### config.mk
export PLATFORM = sky130hd
export DESIGN_NAME = spi_txn_sched
export DESIGN_NICKNAME = d
export VERILOG_FILES = /design/src/rtl/spi_txn_sched.sv
export SDC_FILE = /design/constraint.sdc
export NUM_CORES = 1
export LEC_CHECK = 0
export BUFFER_PORTS_ARGS = -buffer_cell sky130_fd_sc_hd__clkbuf_2
export CORE_ASPECT_RATIO = 0.8
export CORE_MARGIN = 2
export CORE_UTILIZATION = 47
export CTS_BUF_LIST = sky130_fd_sc_hd__clkbuf_16
export CTS_CLUSTER_DIAMETER = 60
export DETAILED_ROUTE_END_ITERATION = 8
export GPL_ROUTABILITY_DRIVEN = 0
export HOLD_SLACK_MARGIN = 0.1
export PLACE_DENSITY = 0.79
export SLEW_MARGIN = 20
export SYNTH_ARGS = -nofsm -noshare
export SYNTH_HDL_FRONTEND = slang
export SYNTH_SLANG_ARGS = --single-unit
### constraint.sdc
create_clock -name clk -period 2.2 [get_ports clk]
set_input_delay 0.44 -clock clk [delete_from_list [all_inputs] [get_ports clk]]
set_output_delay 0.44 -clock clk [all_outputs]
set_load 0.01 [all_outputs]
### src/rtl/spi_txn_sched.sv
// Two-requester SPI transaction scheduler: round-robin grant, one byte per
// transaction, busy-handshake with the SPI master, timeout and inter-transaction gap.
module spi_txn_sched #(
    parameter int unsigned GAP_CYCLES = 4,
    parameter int unsigned TIMEOUT    = 1023
) (
    input  logic       clk,
    input  logic       rst,
    input  logic       req0,
    input  logic [7:0] data0,
    input  logic       req1,
    input  logic [7:0] data1,
    output logic       gnt0,
    output logic       gnt1,
    output logic       rsp_valid,
    output logic       rsp_id,
    output logic [7:0] rsp_data,
    output logic       rsp_err,
    output logic       spi_ss,
    output logic [7:0] spi_data,
    output logic       spi_start,
    input  logic       spi_busy,
    input  logic [7:0] spi_rx
);

    localparam int unsigned CNT_W = 16;
    localparam int unsigned GAP_W = 8;

    typedef enum logic [2:0] {
        S_IDLE, S_START, S_WAIT_BUSY, S_XFER, S_DONE, S_GAP
    } state_t;

    state_t             r_state, w_state;
    logic               r_gnt0, w_gnt0;
    logic               r_gnt1, w_gnt1;
    logic               r_valid, w_valid;
    logic               r_id, w_id;
    logic [7:0]         r_rdata, w_rdata;
    logic               r_err, w_err;
    logic               r_ss, w_ss;
    logic [7:0]         r_sdata, w_sdata;
    logic               r_start, w_start;
    logic               r_last, w_last;
    logic [CNT_W-1:0]   r_cnt, w_cnt;
    logic [GAP_W-1:0]   r_gap, w_gap;
    logic [CNT_W-1:0]   w_cnt_inc;
    logic [GAP_W-1:0]   w_gap_inc;
    logic               w_win;

    assign w_cnt_inc = r_cnt + CNT_W'(1);
    assign w_gap_inc = r_gap + GAP_W'(1);
    // Both requesting: the one that did not win last; otherwise whoever is asking.
    assign w_win     = (req0 & req1) ? ~r_last : ~req0;

    assign gnt0      = r_gnt0;
    assign gnt1      = r_gnt1;
    assign rsp_valid = r_valid;
    assign rsp_id    = r_id;
    assign rsp_data  = r_rdata;
    assign rsp_err   = r_err;
    assign spi_ss    = r_ss;
    assign spi_data  = r_sdata;
    assign spi_start = r_start;

    // Next-state and next-output decode; pulses default low, held values default to hold.
    always_comb begin
        w_state = r_state;
        w_gnt0  = 1'b0;
        w_gnt1  = 1'b0;
        w_valid = 1'b0;
        w_start = 1'b0;
        w_id    = r_id;
        w_rdata = r_rdata;
        w_err   = r_err;
        w_ss    = r_ss;
        w_sdata = r_sdata;
        w_last  = r_last;
        w_cnt   = r_cnt;
        w_gap   = r_gap;
        case (r_state)
            S_IDLE: begin
                if (req0 | req1) begin
                    w_gnt0  = ~w_win;
                    w_gnt1  = w_win;
                    w_sdata = w_win ? data1 : data0;
                    w_id    = w_win;
                    w_last  = w_win;
                    w_ss    = 1'b0;
                    w_state = S_START;
                end
            end
            S_START: begin
                w_start = 1'b1;
                w_cnt   = '0;
                w_state = S_WAIT_BUSY;
            end
            S_WAIT_BUSY: begin
                w_cnt = w_cnt_inc;
                if (w_cnt_inc == CNT_W'(TIMEOUT)) begin
                    w_valid = 1'b1;
                    w_err   = 1'b1;
                    w_rdata = 8'h00;
                    w_ss    = 1'b1;
                    w_state = S_DONE;
                end else if (spi_busy) begin
                    w_state = S_XFER;
                end
            end
            S_XFER: begin
                w_cnt = w_cnt_inc;
                // Completion takes priority over a timeout on the same edge.
                if (!spi_busy) begin
                    w_valid = 1'b1;
                    w_err   = 1'b0;
                    w_rdata = spi_rx;
                    w_ss    = 1'b1;
                    w_state = S_DONE;
                end else if (w_cnt_inc == CNT_W'(TIMEOUT)) begin
                    w_valid = 1'b1;
                    w_err   = 1'b1;
                    w_rdata = 8'h00;
                    w_ss    = 1'b1;
                    w_state = S_DONE;
                end
            end
            S_DONE: begin
                w_gap   = '0;
                w_state = S_GAP;
            end
            S_GAP: begin
                w_gap = w_gap_inc;
                if (w_gap_inc == GAP_W'(GAP_CYCLES)) begin
                    w_state = S_IDLE;
                end
            end
            default: w_state = S_IDLE;
        endcase
    end

    // State and output registers with synchronous reset.
    always_ff @(posedge clk) begin
        if (rst) begin
            r_state <= S_IDLE;
            r_gnt0  <= 1'b0;
            r_gnt1  <= 1'b0;
            r_valid <= 1'b0;
            r_id    <= 1'b0;
            r_rdata <= 8'h00;
            r_err   <= 1'b0;
            r_ss    <= 1'b1;
            r_sdata <= 8'h00;
            r_start <= 1'b0;
            r_last  <= 1'b1;
            r_cnt   <= '0;
            r_gap   <= '0;
        end else begin
            r_state <= w_state;
            r_gnt0  <= w_gnt0;
            r_gnt1  <= w_gnt1;
            r_valid <= w_valid;
            r_id    <= w_id;
            r_rdata <= w_rdata;
            r_err   <= w_err;
            r_ss    <= w_ss;
            r_sdata <= w_sdata;
            r_start <= w_start;
            r_last  <= w_last;
            r_cnt   <= w_cnt;
            r_gap   <= w_gap;
        end
    end

endmodule

# ---- Yosys cells after proc, flatten, opt, wreduce, memory -nomap -nowiden
# Index checks and enable logic that the tools add are counted.
dict set report word_totals {
  word_cells 68
  ff_bits 51
  in_bits 29
}
dict set report op_classes {
  n_mux 25
  n_addsub 2
  n_eq_ne 11
  n_reduce_logical 10
  bitwise_logic 7
}
# op count
set op_table {}
lappend op_table {{one-hot mux 16 bit (2 select lines)} 1}
lappend op_table {{one-hot mux 8 bit (2 select lines)} 2}
lappend op_table {{2-to-1 mux 8 bit} 3}
lappend op_table {{2-to-1 mux 3 bit} 6}
lappend op_table {{one-hot mux 3 bit (6 select lines)} 1}
lappend op_table {{adder 16 x 1 -> 16 bit (second input constant)} 1}
lappend op_table {{equality test 16 x 10 -> 1 bit (second input constant)} 1}
lappend op_table {{2-to-1 mux 1 bit} 9}
lappend op_table {{adder 8 x 1 -> 8 bit (second input constant)} 1}
lappend op_table {{equality test 8 x 3 -> 1 bit (second input constant)} 1}
lappend op_table {{equality test 3 x 2 -> 1 bit (second input constant)} 2}
lappend op_table {{equality test 3 bit (second input constant)} 2}
lappend op_table {{inequality test 3 bit (second input constant)} 2}
lappend op_table {{nonzero test 2 bit} 3}
lappend op_table {{inverter 1 bit} 5}
lappend op_table {{inequality test 2 bit (second input constant)} 2}
lappend op_table {{one-hot mux 1 bit (2 select lines)} 2}
lappend op_table {{AND reduction 2 bit} 2}
lappend op_table {{AND reduction 4 bit} 1}
lappend op_table {{equality test 3 x 1 -> 1 bit (second input constant)} 1}
lappend op_table {{zero test 3 bit} 1}
lappend op_table {{one-hot mux 1 bit (3 select lines)} 1}
lappend op_table {{nonzero test 3 bit} 1}
lappend op_table {{OR reduction 3 bit} 1}
lappend op_table {{other kinds (3)} 3}

# ---- Logic depth before layout (Yosys ltp)
dict set report depth {
  depth_word 5
  mapped_depth 7
  ltp_nobuf 7
}

# ---- Least setup slack after synthesis
# OpenSTA, ideal clock, no wires.
dict set report synth_timing {
  kind {register to register}
  from {register r_cnt[0]}
  to {register r_ss, in the netlist spi_ss}
  t_arrival_ns 1.876
  path_slack_ns 0.197
  path_stages_with_launch 8
  path_cell_list {dfxtp_1 ha_1 nand3_2 o41ai_1 o31ai_2 nand4_2 nor3_1 or3_1}
}
dict set report synth_between {
  elab_chain_cells 5
}
# item line_no
set synth_rtl {}
lappend synth_rtl {{start, declared} 44} ;# logic [CNT_W-1:0] r_cnt, w_cnt;
lappend synth_rtl {{start signal, assigned} 168} ;# r_cnt <= w_cnt;
lappend synth_rtl {{adder 16 x 1 -> 16 bit (*)} 50} ;# assign w_cnt_inc = r_cnt + CNT_W'(1);
lappend synth_rtl {{equality test 16 x 10 -> 1 bit (*)} {99, 118}}
lappend synth_rtl {{2-to-1 mux 1 bit (*)} -}
lappend synth_rtl {{2-to-1 mux 1 bit} -}
lappend synth_rtl {{one-hot mux 1 bit (3 select lines) (*)} -}
lappend synth_rtl {{end signal, assigned} 164} ;# r_ss <= w_ss;
lappend synth_rtl {{end, declared} 40} ;# logic r_ss, w_ss;
# Mark *: on every way between the ends. The rest lies on a longest branch, timed or not.
# A chain may end at the register's enable or synchronous reset.

# ---- Worst setup path after layout
dict set report layout_timing {
  from {register r_cnt[9]}
  to {register r_state[0]}
}
dict set report layout_between {
  elab_chain_cells 4
}
# item line_no
set layout_rtl {}
lappend layout_rtl {{adder 16 x 1 -> 16 bit (*)} 50}
lappend layout_rtl {{equality test 16 x 10 -> 1 bit (*)} {99, 118}}
lappend layout_rtl {{2-to-1 mux 3 bit / inequality test 3 bit (equally long branches)} -}
lappend layout_rtl {{one-hot mux 3 bit (6 select lines) / AND reduction 4 bit (equally long branches)} -}
lappend layout_rtl {{end signal, assigned} 157} ;# r_state <= w_state;
lappend layout_rtl {{end, declared} 33} ;# state_t r_state, w_state;
# Marked as above.

==> metrics.txt <==
Max transition margin 60.92%; first-pass GRT wire length approximately 11000 um; Crit path arrival time between 2 and 2.5 ns; hold crit path type input pin to register; Synth Area in Compound Gates between 20% and 30%; Top Ports 52; post-synth top area share 37.71%; final worst slack 0.04881 ns; CTS root buf clkbuf_16; VDD IR-drop max between 500 and 600 uV; Post-Place Cells ~460; Vias ~2700; GR Layer Usage met1 between 30 and 40%; PwrDens 727.1 nW/um2; DRT antenna net count 0; Slew Limit Fails 0; Max Freq roughly 460 MHz; skew final 0.006107 ns; Post-Synth Adder-Cell Area under 10%; Worst-path clk slew ~0.070 ns; outcome completed; 1st-iter DRT viols 252; Non-Filler Instances ~470; xor and xnor area share after synthesis 1.941%; core area 5495 um2; crit-path max cell delay roughly 0.48 ns; instance area at placement a little over 3000 um2; Detailed Route WL 7013 um; Max Cap Viol 0; IO Port Bufs 51; CP max-delay cell dfxtp_1; DR pass1 iterations 5; top cells by count, synth dfxtp_1, nor2_1, a21oi_1; residual DRC count 0; Distinct cells, synth 53; mux cell area share after synthesis approximately 3.3%; H-tree lvl count 2; Synth Register Bits a little over 50; Global Route Usage Sum approximately 22%; # setup viols final 0; DR WL/cell between 15 and 20 um; worst path cell trace nand4_1 -> buf_4 -> nor4_1 -> xnor2_1 -> nand4_4 -> nor4_2 -> a211oi_1; fraction of registers with async set/reset 0%; Synth Flop Type dfxtp_1; fin nets between 400 and 500; antenna violations before repair 0; Worst Path Required approximately 2.4 ns; period utilization a little over nine tenths; fillers 476; Critical Path Sink Type register; overall power between 2 and 2.5 mW; Max clock buf depth 2; Synth Area in Simple Gates approximately a quarter; Leak approximately 1.3 nW; Startpoint Class register; most frequent cell after synthesis dfxtp_1; die width roughly 90 um; Final Hold Vio Count 0; busiest grt layer met2; initial core utilization approximately 50%; P&R area growth vs syn 23.57%; final instance area 3346 um2; Post-synth EDFFs 0; sequential cell area fraction in the yosys report between 30 and 40%; total CTS buffers 5; worst-skew pair later-pin latency 0.29 ns; fin crit period ~2.2 ns; WS Path Type register to register; Synth Cell Area 2708 um2; Synth Instances approximately 330; GR Util met2 between 30% and 40%; clock sinks between 50 and 60; TritonCTS clock tree done; die area 6388 um2; Die Height just over 70 um; row cnt 24; pin count of the biggest net entering global routing 20; Syn Area/Cell slightly above 8 um2; largest family of logic cells by synthesized area compound AO/OA/AOI/OAI gates; top cells by area, synth dfxtp_1, a21oi_1, nor2_1, a211oi_1, mux2i_1; syn nets around 370; measured slew at the worst slew-check pin ~0.59 ns; cell taking the most area after synthesis dfxtp_1; DR vias/cell roughly 5.8; Max FO, Critical Path 9; dpl ws between 0.09 and 0.1 ns; met3 Track Usage GR under 10%; Ys Warns 0; # diodes 0; vias in the first global route between 2000 and 2500; GR Overflow Total 0; hpwl dp ~4800 um; share of layout cells above drive strength 1 between 20 and 30%
-- cells in the final DEF, fill, tap and decap left out, drive strengths merged, types with 4 or more instances in the layout --
cell type,netlist,routed
a211oi,19,19
a21oi,37,37
a22oi,7,7
a311oi,6,6
and3,5,5
buf,12,17
clkbuf,11,56
dfxtp,51,51
inv,6,6
mux2i,9,9
nand2,22,22
nand2b,5,5
nand3,11,11
nand4,8,8
nor2,43,43
nor2b,4,4
nor3,9,9
nor4,8,8
o21ai,17,17
o21bai,3,4
xnor2,4,4
-- final timing paths --
kind | startpoint | endpoint | slack (ns) | cells after the start
worst max-delay path | r_cnt[9] | r_state[0] | 0.05 | 7
worst min-delay path | spi_rx[4] | rsp_data[4] | 0.46 | 3
worst max register to register | r_cnt[9] | r_state[0] | 0.05 | 7
worst min register to register | r_gap[7] | r_gap[7] | 0.47 | 2
-- critical path: cells and delay by family, from the launching register on --
| family | cells | cell delay [ns] |
|---|---|---|
| DFF | 1 | 0.48 |
| xor gates and xnor gates | 1 | 0.28 |
| AOI/OAI and AO/OA | 1 | 0.08 |
| buffers and inverters | 1 | 0.18 |
| and+or+nand+nor | 4 | 1.00 |
-- layer usage --
| layer | vias to the layer above | part of all wire (%) |
|---|---|---|
| met5 | - | 0 |
| met4 | 0 | 1.8 |
| met3 | 12 | 5.7 |
| li1 | 1341 | - |
| met2 | 88 | 46 |
| met1 | 1274 | 46 |
-- kinds of logic (layout without fill, tap and decap cells) --
family	after synthesis	count (layout)
xor gates and xnor gates	6	6
muxes	9	9
DFF	51	51
buffers and inverters	29	82
and+or+nand+nor	128	128
adders and majority gates	3	3
AOI/OAI and AO/OA	107	108
-- through the flow --
stage / util [%] / hold WS, ns / TNS [ns]
2_1_floorplan: - / 0.4492 / 0
6_report: 60.88 / 0.4558 / 0
4_1_cts: 59.18 / 0.4607 / 0
3_3_place_gp: 56.10 / 0.4543 / 0
3_5_place_dp: 56.10 / 0.4611 / 0
5_1_grt: 60.88 / 0.4584 / -0.05346
-- flip-flops by register name, indices dropped and copies added, names as in the netlist --
signal     count
r_last         1
r_cnt         16
rsp_id         1
spi_ss         1
r_gap          8
rsp_data       8
spi_start      1
rsp_err        1
gnt0           1
gnt1           1
r_state        3
rsp_valid      1
spi_data       8
-- final cells by class --
type / instances / area (um2) / share of cell area (%)
multi-input combinational: 254 / 1649 / 49.29
clock buffer: 5 / 125.1 / 3.740
sequential: 51 / 1025 / 30.63
inverter: 6 / 22.52 / 0.6731
tap: 78 / 97.59 / 2.917
timing repair buffer: 68 / 382.9 / 11.44
clock inverter: 3 / 43.79 / 1.309
-- power breakdown --
part	switching, mW	leakage (nW)	internal [mW]
clock network	0.346	0.0838	0.537
registers	0.0567	0.416	0.986
logic	0.304	0.805	0.203
-- repair_timing --
item                                    in CTS  in global routing
buffers inserted                             0                  1
endpoints found under the setup margin       0                 13
gates resized for setup                      0                 13
hold buffers                                 0                  0
(Power assumes the default switching activity.)
